==> src/rtl/bus_arbiter_np_pkg.sv <==
// Shared definitions for the N-master bus arbiter: arbitration modes, FSM states, limits.
package bus_pkg;

    localparam int ARB_FIXED   = 0;
    localparam int ARB_RR      = 1;
    localparam int MAX_MASTERS = 8;

    typedef enum logic {
        IDLE  = 1'b0,
        OWNED = 1'b1
    } arb_state_t;

endpackage

==> src/rtl/bus_arbiter_np_if.sv <==
// Arbiter-facing bundle of the serial system bus: requests and split control in, grants out.
interface bus_arbiter_np_if #(
    parameter int NUM_MASTERS = 4,
    parameter int ID_W        = $clog2(NUM_MASTERS)
);
    logic [NUM_MASTERS-1:0] breq;
    logic                   split_req;
    logic                   split_resume;
    logic [ID_W-1:0]        resume_id;
    logic [NUM_MASTERS-1:0] bgrant;
    logic [NUM_MASTERS-1:0] msplit;
    logic [ID_W-1:0]        owner;
    logic                   bus_busy;
    logic                   split_grant;

    // slave: the arbiter's view; master: the requesters' and slaves' view
    modport slave (
        input  breq, split_req, split_resume, resume_id,
        output bgrant, msplit, owner, bus_busy, split_grant
    );

    modport master (
        output breq, split_req, split_resume, resume_id,
        input  bgrant, msplit, owner, bus_busy, split_grant
    );
endinterface

==> src/rtl/bus_arbiter_np_arb_pick.sv <==
// Rotating-start priority encoder: first set request at or after i_start, wrapping at N.
module arb_pick #(
    parameter int N    = 4,
    parameter int ID_W = $clog2(N)
) (
    input  logic [N-1:0]    i_req,
    input  logic [ID_W-1:0] i_start,
    output logic            o_found,
    output logic [ID_W-1:0] o_index
);

    // Scan from the farthest offset down so the nearest hit is the last one written.
    always_comb begin
        o_found = 1'b0;
        o_index = '0;
        for (int k = N - 1; k >= 0; k--) begin
            if (i_req[(int'(i_start) + k) % N]) begin
                o_found = 1'b1;
                o_index = ID_W'((int'(i_start) + k) % N);
            end
        end
    end

endmodule

==> src/rtl/bus_arbiter_np.sv <==
// N-master bus arbiter with fixed-priority or round-robin selection and split/resume support.
module bus_arbiter_np
    import bus_pkg::*;
#(
    parameter int NUM_MASTERS = 4,
    parameter int ARB_MODE    = ARB_FIXED,
    parameter int ID_W        = $clog2(NUM_MASTERS)
) (
    input  logic             clk,
    input  logic             rst,
    bus_arbiter_np_if.slave  bus
);

    arb_state_t             r_state,       w_state_nxt;
    logic [NUM_MASTERS-1:0] r_bgrant,      w_bgrant_nxt;
    logic [NUM_MASTERS-1:0] r_msplit,      w_msplit_nxt;
    logic [NUM_MASTERS-1:0] r_resume_pend, w_pend_nxt;
    logic [ID_W-1:0]        r_owner,       w_owner_nxt;
    logic [ID_W-1:0]        r_last_owner,  w_last_nxt;
    logic                   r_split_grant, w_split_grant_nxt;
    logic                   r_bus_busy;

    logic [NUM_MASTERS-1:0] w_elig;
    logic [NUM_MASTERS-1:0] w_pend_elig;
    logic [ID_W-1:0]        w_rr_start;
    logic [ID_W-1:0]        w_pick_start;
    logic                   w_pend_found;
    logic                   w_elig_found;
    logic [ID_W-1:0]        w_pend_idx;
    logic [ID_W-1:0]        w_elig_idx;
    logic [ID_W-1:0]        w_winner;
    logic                   w_resume_ok;

    assign w_elig       = bus.breq & ~r_msplit;
    assign w_pend_elig  = r_resume_pend & w_elig;
    assign w_rr_start   = (r_last_owner == ID_W'(NUM_MASTERS - 1)) ? '0 : r_last_owner + 1'b1;
    assign w_pick_start = (ARB_MODE == ARB_RR) ? w_rr_start : '0;
    assign w_winner     = w_pend_found ? w_pend_idx : w_elig_idx;
    // resume_id may address a non-existent master when NUM_MASTERS is not a power of two
    assign w_resume_ok  = bus.split_resume && (int'(bus.resume_id) < NUM_MASTERS)
                          && r_msplit[bus.resume_id];

    arb_pick #(.N(NUM_MASTERS), .ID_W(ID_W)) u_pick_pend (
        .i_req   (w_pend_elig),
        .i_start ('0),
        .o_found (w_pend_found),
        .o_index (w_pend_idx)
    );

    arb_pick #(.N(NUM_MASTERS), .ID_W(ID_W)) u_pick_elig (
        .i_req   (w_elig),
        .i_start (w_pick_start),
        .o_found (w_elig_found),
        .o_index (w_elig_idx)
    );

    always_comb begin
        w_state_nxt       = r_state;
        w_bgrant_nxt      = r_bgrant;
        w_msplit_nxt      = r_msplit;
        w_pend_nxt        = r_resume_pend;
        w_owner_nxt       = r_owner;
        w_last_nxt        = r_last_owner;
        w_split_grant_nxt = 1'b0;

        // Resume acts on stored flags and can coincide with a split of the current owner.
        if (w_resume_ok) begin
            w_msplit_nxt[bus.resume_id] = 1'b0;
            w_pend_nxt[bus.resume_id]   = 1'b1;
        end

        case (r_state)
            IDLE: begin
                if (w_elig_found) begin
                    w_state_nxt           = OWNED;
                    w_bgrant_nxt          = '0;
                    w_bgrant_nxt[w_winner] = 1'b1;
                    w_owner_nxt           = w_winner;
                    w_last_nxt            = w_winner;
                    w_pend_nxt[w_winner]  = 1'b0;
                    w_split_grant_nxt     = w_pend_found;
                end
            end
            OWNED: begin
                if (bus.split_req) begin
                    w_msplit_nxt[r_owner] = 1'b1;
                    w_bgrant_nxt          = '0;
                    w_state_nxt           = IDLE;
                end else if (!bus.breq[r_owner]) begin
                    w_bgrant_nxt = '0;
                    w_state_nxt  = IDLE;
                end
            end
            default: w_state_nxt = IDLE;
        endcase
    end

    always_ff @(posedge clk) begin
        if (rst) begin
            r_state       <= IDLE;
            r_bgrant      <= '0;
            r_msplit      <= '0;
            r_resume_pend <= '0;
            r_owner       <= '0;
            r_last_owner  <= ID_W'(NUM_MASTERS - 1);
            r_split_grant <= 1'b0;
            r_bus_busy    <= 1'b0;
        end else begin
            r_state       <= w_state_nxt;
            r_bgrant      <= w_bgrant_nxt;
            r_msplit      <= w_msplit_nxt;
            r_resume_pend <= w_pend_nxt;
            r_owner       <= w_owner_nxt;
            r_last_owner  <= w_last_nxt;
            r_split_grant <= w_split_grant_nxt;
            r_bus_busy    <= |w_bgrant_nxt;
        end
    end

    assign bus.bgrant      = r_bgrant;
    assign bus.msplit      = r_msplit;
    assign bus.owner       = r_owner;
    assign bus.bus_busy    = r_bus_busy;
    assign bus.split_grant = r_split_grant;

endmodule

==> src/flat_wrapper.sv <==
// flat-port wrapper written by rule: the top's interface ports become plain ports
module bus_arbiter_np_flat import bus_pkg::*;
#(
    parameter int NUM_MASTERS = 4,
    parameter int ARB_MODE    = ARB_FIXED,
    parameter int ID_W        = $clog2(NUM_MASTERS)
)
  (clk, rst, bus_breq, bus_split_req, bus_split_resume, bus_resume_id, bus_bgrant, bus_msplit, bus_owner, bus_bus_busy, bus_split_grant);
  bus_arbiter_np_if #(.NUM_MASTERS(NUM_MASTERS), .ID_W(ID_W)) bus_i ();
  input  logic clk;
  input  logic rst;
  input wire logic [$bits(bus_i.breq)-1:0] bus_breq;
  input wire logic [$bits(bus_i.split_req)-1:0] bus_split_req;
  input wire logic [$bits(bus_i.split_resume)-1:0] bus_split_resume;
  input wire logic [$bits(bus_i.resume_id)-1:0] bus_resume_id;
  output wire logic [$bits(bus_i.bgrant)-1:0] bus_bgrant;
  output wire logic [$bits(bus_i.msplit)-1:0] bus_msplit;
  output wire logic [$bits(bus_i.owner)-1:0] bus_owner;
  output wire logic [$bits(bus_i.bus_busy)-1:0] bus_bus_busy;
  output wire logic [$bits(bus_i.split_grant)-1:0] bus_split_grant;
  assign bus_i.breq = bus_breq;
  assign bus_i.split_req = bus_split_req;
  assign bus_i.split_resume = bus_split_resume;
  assign bus_i.resume_id = bus_resume_id;
  assign bus_bgrant = bus_i.bgrant;
  assign bus_msplit = bus_i.msplit;
  assign bus_owner = bus_i.owner;
  assign bus_bus_busy = bus_i.bus_busy;
  assign bus_split_grant = bus_i.split_grant;
  bus_arbiter_np #(.NUM_MASTERS(NUM_MASTERS), .ARB_MODE(ARB_MODE), .ID_W(ID_W)) u_core (.clk(clk), .rst(rst), .bus(bus_i));
endmodule
==> config.mk <==
export PLATFORM = sky130hd
export DESIGN_NAME = bus_arbiter_np_flat
export DESIGN_NICKNAME = d
export VERILOG_FILES = /design/src/rtl/bus_arbiter_np_pkg.sv /design/src/rtl/bus_arbiter_np_if.sv /design/src/rtl/bus_arbiter_np_arb_pick.sv /design/src/rtl/bus_arbiter_np.sv /design/src/flat_wrapper.sv
export SDC_FILE = /design/constraint.sdc
export NUM_CORES = 1
export LEC_CHECK = 0
export ABC_AREA = 1
export BUFFER_PORTS_ARGS = -buffer_cell sky130_fd_sc_hd__buf_2
export CAP_MARGIN = 20
export CORE_UTILIZATION = 56
export DETAILED_ROUTE_END_ITERATION = 8
export HOLD_SLACK_MARGIN = 0.05
export PLACE_DENSITY = 0.82
export SLEW_MARGIN = 20
export SYNTH_ARGS = -nofsm -noshare
export SYNTH_HDL_FRONTEND = slang
export SYNTH_SLANG_ARGS = --single-unit
==> constraint.sdc <==
create_clock -name clk -period 3.86 [get_ports clk]
set_input_delay 0.579 -clock clk [delete_from_list [all_inputs] [get_ports clk]]
set_output_delay 0.579 -clock clk [all_outputs]
set_load 0.02 [all_outputs]
==> results.md <==
* Status: complete, but fails checks
* Violated checks: design-rule violations
* Placed inst area at 1074 sq um
* Post-DP HPWL at 1.732 mm
* Hold Crit Class: reg2reg
* CTS Buf Count at 3
* Num Clock Sinks at 17
* Sw frac at 32.60%
* Yosys reg bits at 17
* Comb pwr share at 23.3%
* First drt pass iteration count at 6
* Clk slew on worst S/H paths at 110 ps
* Setup Skew at 10.51 ps
* Setup Slack @ Placement at 2182 ps
* Yosys warns at 0
* Sw power at 0.0001225 W
* Synth Area per Inst at 6.788 sq um
* Worst path slowest cell: dfxtp_1
* First-pass GRT wire length at 3.567 mm
* DIE WIDTH at 43.34 microns
* Share of layout cells above drive strength 1 at 28.48%
* Final Cycle Share at 38.55%
* Crit. End Element: primary output
* Syn Nets at 151
* Root Driver: clkbuf_4
* Antenna violations before repair at 0
* DRC viols at 7
* Count of final hold-check violations at 0
* PwrDens at 341.6 nW/um^2
* Port Buffer Count at 21
* CTS Hold Buffers Added at 0
* Netlist Area Pre-Place at 957.2 sq um
* Sequential fraction of the synthesis area at 35.56%
* Layout area overhead at 14.90%
* Worst Path Max Fanout at 6
* DRT iter0 DRCs at 25
* Vias in the first global route at 919
* Max_cap viols at 0
* Final instance area at 1100 sq um
* Min Tclk post-route at 1488 ps
* WHS at 473.4 ps
* Routed WL per cell at 12.14 microns
* Worst path max stage delay at 430 ps
* H-tree Lvls at 1
* Crit start category: flop
* Int Power at 0.0002532 W
* Ant diodes at 0
* P_leak at 0.5744 nW
* WS Path Type: reg2out
* Row cnt at 14
* Clk Latency, worst-skew pair at 290 ps
* Count of different cell masters after synthesis at 23
* Max Slew Vio Count at 0
* FMAX at 672.1 MHz
* CTS tree: done
* Routed vias/inst at 5.492
* Post-Route WL at 2.198 mm
* Nets@finish at 176
* CP arrival at 910 ps
* Io pins at 22
* Post-Syn Instances at 141
* Clock tree buffer depth at 2
* Rel. slew slack at 82.11%
* Die H at 43.34 microns
* CP required at 3280 ps
* Flop pwr share at 50.8%
* Top Family by Delay on Critical Path: flip-flops
* CTS resizes at 0
* Starting density of the core at 61.40%
* Clock Power Share at 25.9%
* Worst path cell trace: buf_2
* Die area at 1878 sq um
* Core ar. at 1559 sq um
* Largest net degree at the start of global routing at 15
* Transition time of the tightest slew-check pin at 268.3 ps
* Endpoints failing setup at 0
* VDD IR max at 0.2665 mV
* Post-route setup TNS at 0 ps
* Setup bufs post-CTS at 0
* Unrepaired setup endpoints after global routing: no
* WP buf/inv at 1
* ANT nets after route at 0
* Via count at 994
* PnR worst setup slack at 2372 ps
* GR Util All Layers at 25.17%
* Gpl congestion at 0.8957
* Total gr overflow at 0
## cell usage after synthesis
library cell	number	share of area, %
a211oi_1	1	0.78
o221ai_1	1	0.92
nand3_2	2	2.1
nand2_4	3	3.5
nand3_1	5	2.6
dfxtp_1	17	36
nor2_2	2	1.3
and3_2	1	0.78
nand4_1	2	1.3
nand2_1	40	16
inv_2	4	1.6
o21ai_4	1	1.7
a21oi_1	13	6.8
nor3_1	1	0.52
nand2_2	9	5.9
and3_1	2	1.3
dlygate4sd1_1	1	0.92
inv_1	17	6.7
a21oi_2	1	0.92
o21ai_0	7	3.7
a21boi_1	1	0.78
o21bai_1	2	1.6
nor2_1	8	3.1
## final cells by class
cell class,count,area [sq um]
repair buffers,21,105.1
flip-flops and latches,17,340.3
inverters,21,78.83
clock buffers,4,26.28
fillers,139,459.2
multi-input cells,102,529.3
well taps,16,20.02
## final timing paths
| path | start | end | slack, ps | depth (start not counted) |
|---|---|---|---|---|
| min reg2reg | u_core.r_resume_pend[1] | u_core.r_resume_pend[1] | 470 | 2 |
| min | u_core.r_resume_pend[1] | u_core.r_resume_pend[1] | 470 | 2 |
| max reg2reg | u_core.bus.owner[0] | u_core.bus.bus_busy | 2400 | 11 |
| max | u_core.bus.owner[0] | bus_owner[0] | 2370 | 1 |
## registers in the layout, indices dropped and copies added, names as in the netlist
signal                  cells
u_core.bus.owner            2
u_core.bus.msplit           4
u_core.bus.bus_busy         1
u_core.r_resume_pend        4
u_core.bus.split_grant      1
u_core.r_state              1
u_core.bus.bgrant           4
## routing by layer
layer | vias to the layer above | track usage [%] | part of all wire, %
li1 | 501 | - | -
met1 | 450 | 30.08 | 44
met2 | 38 | 45.76 | 50
met3 | 5 | 3.333 | 5.0
met4 | 0 | 9.375 | 1.1
met5 | - | 0 | 0
## stage by stage
stage / power [W] / util [%] / cells
after floorplan: 0.0002546 / - / 141
after global placement: 0.0002789 / 68.86 / 177
after detailed placement: 0.0002817 / 68.86 / 177
after CTS: 0.0003772 / 70.55 / 181
after global routing: 0.0003901 / 70.55 / 181
final: 0.0003757 / 70.55 / 181
## cell families (layout without fill, tap and decap cells)
kind of cell | after synthesis | count (layout) | share of synthesized area [%]
AO/OA/AOI/OAI | 27 | 27 | 17.12
AND/OR/NAND/NOR | 75 | 75 | 38.17
buffers and inverters | 22 | 46 | 9.150
flip-flops | 17 | 17 | 35.56
## power by group through the flow
stage                      logic, W  registers (W)  clock network, W
after detailed placement  0.0000870       0.000195                 0
after floorplan           0.0000508       0.000204                 0
after global placement    0.0000848       0.000194                 0
final                     0.0000877       0.000191         0.0000971
after CTS                 0.0000873       0.000191         0.0000990
after global routing      0.0000974       0.000192          0.000101
## layout by cell type, fill, tap and decap left out, types with 2 or more instances in the layout
master / netlist / layout
nand2_1: 40 / 40
buf_2: 0 / 21
inv_1: 17 / 17
dfxtp_1: 17 / 17
a21oi_1: 13 / 13
nand2_2: 9 / 9
nor2_1: 8 / 8
o21ai_0: 7 / 7
nand3_1: 5 / 5
inv_2: 4 / 4
nand2_4: 3 / 3
clkbuf_4: 0 / 3
o21bai_1: 2 / 2
nand3_2: 2 / 2
nor2_2: 2 / 2
and3_1: 2 / 2
nand4_1: 2 / 2
Power figures use the tool's default switching activity.
